<file path="src/rtl/xbar_slave_mem.sv">
// Pipelined request/response memory slave for a cross-bar slave port, with in-order read responses.
// Optional address range checking is enabled by defining XBAR_SLAVE_ADDR_CHECK_EN.
module xbar_slave_mem #(
    parameter int DATA_WIDTH = 16,
    parameter int ADDR_WIDTH = 32,
    parameter int MEM_AW     = 6,
    parameter int RD_LAT     = 2,
    parameter int RESP_DEPTH = 4
) (
    input  logic                                  clk_pll,
    input  logic                                  rst_in,
    input  logic                                  slave_req,
    input  logic                                  slave_cmd,
    input  logic [ADDR_WIDTH-1:0]                 slave_addr,
    input  logic [DATA_WIDTH-1:0]                 slave_wdata,
    output logic                                  slave_ack,
    output logic                                  slave_resp,
    input  logic                                  slave_resp_ready,
    output logic [DATA_WIDTH-1:0]                 slave_rdata,
    output logic                                  slave_err,
    output logic [$clog2(RESP_DEPTH+1)-1:0]       rd_pending
);

    localparam int PW        = $clog2(RESP_DEPTH + 1);
    localparam int FAW       = $clog2(RESP_DEPTH);
    localparam int MEM_DEPTH = 2 ** MEM_AW;

    logic [DATA_WIDTH-1:0] r_mem [MEM_DEPTH];

    logic                  r_pv [RD_LAT];
    logic                  r_pe [RD_LAT];
    logic [DATA_WIDTH-1:0] r_pd [RD_LAT];

    logic [DATA_WIDTH-1:0] r_fifo_data [RESP_DEPTH];
    logic                  r_fifo_err  [RESP_DEPTH];
    logic [FAW-1:0]        r_wr_ptr;
    logic [FAW-1:0]        r_rd_ptr;
    logic [PW-1:0]         r_count;
    logic [PW-1:0]         r_pending;

    logic              w_oor;
    logic [MEM_AW-1:0] w_idx;
    logic              w_wr_en;
    logic              w_rd_acc;
    logic              w_push;
    logic              w_pop;
    logic              w_head_err;

`ifdef XBAR_SLAVE_ADDR_CHECK_EN
    assign w_oor = |slave_addr[ADDR_WIDTH-1:MEM_AW];
`else
    // Upper address bits are intentionally ignored: addresses wrap modulo the memory depth.
    logic w_unused_addr;
    assign w_unused_addr = ^slave_addr[ADDR_WIDTH-1:MEM_AW];
    assign w_oor         = 1'b0;
`endif

    assign w_idx     = slave_addr[MEM_AW-1:0];
    // Read credit is taken from the registered outstanding count, so the FIFO can never overflow.
    assign slave_ack = slave_req & rst_in & (slave_cmd | (r_pending < PW'(RESP_DEPTH)));
    assign w_wr_en   = slave_ack & slave_cmd & ~w_oor;
    assign w_rd_acc  = slave_ack & ~slave_cmd;

    // Memory array and data pipeline carry no reset so they map onto block RAM and plain registers.
    always_ff @(posedge clk_pll) begin
        if (w_wr_en) begin
            r_mem[w_idx] <= slave_wdata;
        end
        if (w_rd_acc) begin
            r_pd[0] <= r_mem[w_idx];
        end
        for (int i = 1; i < RD_LAT; i++) begin
            r_pd[i] <= r_pd[i-1];
        end
    end

    genvar gi;
    generate
        for (gi = 0; gi < RD_LAT; gi++) begin : g_stage
            logic w_v_in;
            logic w_e_in;
            if (gi == 0) begin : g_first
                assign w_v_in = w_rd_acc;
                assign w_e_in = w_rd_acc & w_oor;
            end else begin : g_next
                assign w_v_in = r_pv[gi-1];
                assign w_e_in = r_pe[gi-1];
            end
            always_ff @(posedge clk_pll or negedge rst_in) begin
                if (!rst_in) begin
                    r_pv[gi] <= 1'b0;
                    r_pe[gi] <= 1'b0;
                end else begin
                    r_pv[gi] <= w_v_in;
                    r_pe[gi] <= w_e_in;
                end
            end
        end
    endgenerate

    assign w_push = r_pv[RD_LAT-1];
    assign w_pop  = slave_resp & slave_resp_ready;

    always_ff @(posedge clk_pll) begin
        if (w_push) begin
            r_fifo_data[r_wr_ptr] <= r_pd[RD_LAT-1];
            r_fifo_err[r_wr_ptr]  <= r_pe[RD_LAT-1];
        end
    end

    always_ff @(posedge clk_pll or negedge rst_in) begin
        if (!rst_in) begin
            r_wr_ptr  <= '0;
            r_rd_ptr  <= '0;
            r_count   <= '0;
            r_pending <= '0;
        end else begin
            if (w_push) begin
                r_wr_ptr <= r_wr_ptr + FAW'(1);
            end
            if (w_pop) begin
                r_rd_ptr <= r_rd_ptr + FAW'(1);
            end
            case ({w_push, w_pop})
                2'b10:   r_count <= r_count + PW'(1);
                2'b01:   r_count <= r_count - PW'(1);
                default: r_count <= r_count;
            endcase
            case ({w_rd_acc, w_pop})
                2'b10:   r_pending <= r_pending + PW'(1);
                2'b01:   r_pending <= r_pending - PW'(1);
                default: r_pending <= r_pending;
            endcase
        end
    end

    // FIFO head drives the response outputs directly; data is forced to 0 when idle or errored.
    assign w_head_err  = r_fifo_err[r_rd_ptr];
    assign slave_resp  = (r_count != '0);
    assign slave_rdata = (slave_resp && !w_head_err) ? r_fifo_data[r_rd_ptr] : '0;
    assign rd_pending  = r_pending;

`ifdef XBAR_SLAVE_ADDR_CHECK_EN
    assign slave_err = slave_resp & w_head_err;
`else
    assign slave_err = 1'b0;
`endif

endmodule

</file>
<file path="config.mk">
export PLATFORM = sky130hd
export DESIGN_NAME = xbar_slave_mem
export DESIGN_NICKNAME = d
export VERILOG_FILES = /design/src/rtl/xbar_slave_mem.sv
export SDC_FILE = /design/constraint.sdc
export NUM_CORES = 1
export LEC_CHECK = 0
export CORE_ASPECT_RATIO = 1.1
export CORE_MARGIN = 2
export CORE_UTILIZATION = 57
export DETAILED_ROUTE_END_ITERATION = 10
export MAX_ROUTING_LAYER = met4
export PLACE_DENSITY_LB_ADDON = 0.08
export SLEW_MARGIN = 20
export SYNTH_ARGS = -nofsm -noshare
export SYNTH_HDL_FRONTEND = slang
export SYNTH_SLANG_ARGS = --single-unit
</file>
<file path="constraint.sdc">
create_clock -name clk_pll -period 2.9 [get_ports clk_pll]
set_clock_uncertainty 0.15 [all_clocks]
set_input_delay 0.435 -clock clk_pll [delete_from_list [all_inputs] [get_ports clk_pll]]
set_output_delay 0.435 -clock clk_pll [all_outputs]
set_load 0.01 [all_outputs]
</file>
==> metrics.md <==
| Metric | Value |
|---|---|
| Max_cap viols | 0 |
| Fin crit share | 1.01 |
| Fin nets | 2946 |
| Worst-path clk slew | 0.06 ns |
| Wire per inst | 32.6 microns |
| Routed Wire Length | 128000 microns |
| Area leader, netlist | edfxtp_1 |
| RR Startpoint | r_mem[1][9]$_DFFE_PP_ |
| Total CTS buffers | 106 |
| Synth warn | 0 |
| DR vias | 26457 |
| Maximum number of pins on one net before global-route repair | 65 |
| Site row count | 105 |
| Sequential power share | 0.517 |
| P_int | 0.0274 W |
| DR iter-0 viols | 3795 |
| Combinational share of power | 0.093 |
| VDD IR max | 0.000557 V |
| Post-synth top cells | 1104 x edfxtp_1, 198 x a221oi_1, 138 x nor2_1, 135 x a22oi_1, 85 x clkbuf_1 |
| DRC Markers | 0 |
| Die Area | 0.0775 sq mm |
| Gr usage total | 0.344 |
| Multi-input gate area | 0.00840 sq mm |
| Most used DFF post-synth | edfxtp_1 |
| Syn Inst Count | 2407 |
| Via density | 6.71 |
| Max_slew headroom | 0.279 |
| Final core utilization | 0.703 |
| Starting Density | 0.576 |
| Design area | 0.0523 sq mm |
| Fmax | 342 MHz |
| Detail Placement HPWL | 87600 microns |
| Final setup viols | 1 |
| Clock share of power | 0.390 |
| Initial antenna violation count | 3 |
| CP Launch Type | input port |
| Register area share after synthesis | 0.787 |
| First-pass GRT wire length | 183000 microns |
| Syn_area_per_cell | 17.8 sq um |
| Leading post-synthesis cells by cell area | edfxtp_1 77%, a221oi_1 4.0%, mux4_2 2.7% |
| Vias in the first global route | 26004 |
| Layout cells sized above 1 | 0.265 |
| Routability congestion estimate from global placement | 0.989 |
| WP data arrival | 3.15 ns |
| Syn nets | 2468 |
| R2r worst-path depth | 7 |
| Switching power | 0.00786 W |
| Hold WC Path Type | input port to register |
| WHS Path Cells | 1 |
| Post-synth EDFFs | 1104 |
| Final Hold Violating Endpoints | 0 |
| Outcome | complete, but fails checks |
| Overflow after GRT | 0 |
| Reg-to-reg endpoint | r_pd[0][9]$_DFFE_PP_ |
| Failing checks | negative setup slack |
| Worst-Margin Slew | 1.07 ns |
| Hold_sp | slave_wdata[0] |
| Clock insertion delay at the later pin of the skew report | 0.68 ns |
| Crit. End Element | register |
| CTS sink cnt | 1132 |
| Clock period minus worst slack | 2.92 ns |
| Unrepaired setup endpoints after global routing | no |
| Die extent in y | 292 microns |
| CTS H-tree depth | 3 |
| Register area | 0.0338 sq mm |
| Worst path required time | 3.13 ns |
| Net Sw Frac | 0.223 |
| Pins Over Slew Limit | 0 |
| IO Port Bufs | 47 |
| Max clock buf depth | 3 |
| IO Count | 75 |
| FF+latch count, synth | 1132 |
| Flop2flop setup slack | 0.14 ns |
| Fill count | 4778 |
| Post-synth cell types | 62 |
| Power per cell area | 673 mW/mm^2 |
| Static leakage | 17.5 nW |
| Placed cell area | 0.0489 sq mm |
| Synth top area share | 0.773 |
| Worst Hold Path EP | r_mem[58][0]$_DFFE_PP_ |
| CP Max Fanout | 10 |
| CTS root buf | clkbuf_16 |
| Cell with the most instances after synthesis | edfxtp_1 |
| Chip Width | 266 microns |
| Async set or reset register ratio after synthesis | 0.0106 |
| Final Worst Setup Slack | -0.0213 ns |
| First drt pass iteration count | 8 |
| Core Region | 0.0745 sq mm |
| Area Overhead vs Synth | 22.0% |
| Antenna-violating nets left | 0 |
| Mapped cell area | 0.0429 sq mm |
| CTS tree | done |
| Setup CP Type | input port to register |
cells in the final DEF (no fill, tap or decap), types with 20 or more instances in the layout:
cell / netlist / final
buf_4: 10 / 392
o221ai_1: 20 / 20
a22o_1: 22 / 22
a22oi_1: 135 / 135
edfxtp_1: 1104 / 1104
a221oi_1: 198 / 198
o21ai_0: 73 / 73
nor2_1: 138 / 115
a21oi_1: 42 / 42
mux4_2: 51 / 51
nor3_1: 42 / 42
clkinv_1: 0 / 25
and2_1: 26 / 24
clkbuf_1: 85 / 27
clkbuf_16: 0 / 107
mux2i_1: 57 / 57
o22ai_1: 52 / 52
nand2_1: 71 / 71
mux2_2: 34 / 34
buf_12: 0 / 109
nor2_2: 0 / 21
through the flow:
stage	TNS, ns	setup slack (ns)	hold slack [ns]	instances	power [W]
6_report	-0.0213	-0.0213	0.0668	3940	0.0352
2_1_floorplan	-137.40	-0.197	-0.0106	2407	0.0201
3_3_place_gp	-13.52	-0.729	0.177	3738	0.0219
3_5_place_dp	-18.95	-0.754	0.178	3738	0.0219
4_1_cts	0	0.0478	0.0553	3937	0.0353
5_1_grt	0	0.0000426	0.0691	3939	0.0362
metal layers:
metal	vias to the layer above	wire (microns)	global-route usage
met1	13552	48100	0.457
met3	296	13200	0.0611
met5	-	0	-
li1	10966	-	-
met4	0	6310	0.151
met2	1643	60700	0.528
area by class of cell:
type | count | area share
multi-input cells | 1086 | 0.161
clock inverters | 57 | 0.0106
flip-flops and latches | 1132 | 0.645
inverters | 11 | 0.000789
clock buffers | 140 | 0.0547
well taps | 963 | 0.0230
diodes | 3 | 0.000143
repair buffers | 548 | 0.105
state kept, by name, indices dropped and copies added (netlist names):
name / flops
r_mem: 1024
r_fifo_data: 64
r_pd: 32
r_count: 3
rd_pending: 3
r_rd_ptr: 2
r_wr_ptr: 2
g_stage.w_v_in: 1
w_push: 1
logic make-up (layout without fill, tap and decap cells):
| family | Yosys count | count (layout) | share of synthesized area |
|---|---|---|---|
| muxes | 142 | 142 | 0.0490 |
| AOI/OAI and AO/OA | 593 | 593 | 0.104 |
| adders and majority gates | 8 | 8 | 0.00268 |
| and+or+nand+nor | 333 | 333 | 0.0355 |
| other | 1 | 4 | 0.0000874 |
| DFF | 1132 | 1132 | 0.787 |
| buffers and inverters | 189 | 756 | 0.0195 |
| xor gates and xnor gates | 9 | 9 | 0.00184 |
worst max-delay path, stage by stage:
cell	delay [ns]
clkdlybuf4s50_1	0.78
buf_4	0.20
or3b_2	0.20
buf_4	0.23
a211oi_1	0.08
buf_4	0.17
a2111oi_0	0.87
nand3b_1	0.16
how the worst max path moves through the flow:
stage,start,to,slack [ns]
after floorplan,slave_addr[2],r_mem[11][0]$_DFFE_PP_,-0.20
final,slave_addr[3],r_pd[0][15]$_DFFE_PP_,-0.02
after global placement,slave_addr[1],r_pd[0][9]$_DFFE_PP_,-0.73
after CTS,r_rd_ptr[0]$_DFFE_PN0N_,slave_rdata[3],0.05
after detailed placement,slave_addr[2],r_pd[0][9]$_DFFE_PP_,-0.75
after global routing,slave_addr[3],r_pd[0][3]$_DFFE_PP_,0.00004
power by group through the flow:
stage	registers, W	logic, W	clock network, W
after floorplan	0.0186	0.00153	0
after global placement	0.0186	0.00329	0
after detailed placement	0.0186	0.00336	0
after CTS	0.0182	0.00328	0.0138
after global routing	0.0182	0.00347	0.0145
final	0.0182	0.00328	0.0137
what timing repair did:
action / 4_1_cts / 5_1_grt
setup buffers: 1 / 0
hold buffers: 1 / 0
setup endpoints to repair: 17 / 0
gates resized for setup: 17 / 0
hold endpoints to repair: 12 / 0
No activity file was read; power rests on OpenSTA's default activity.
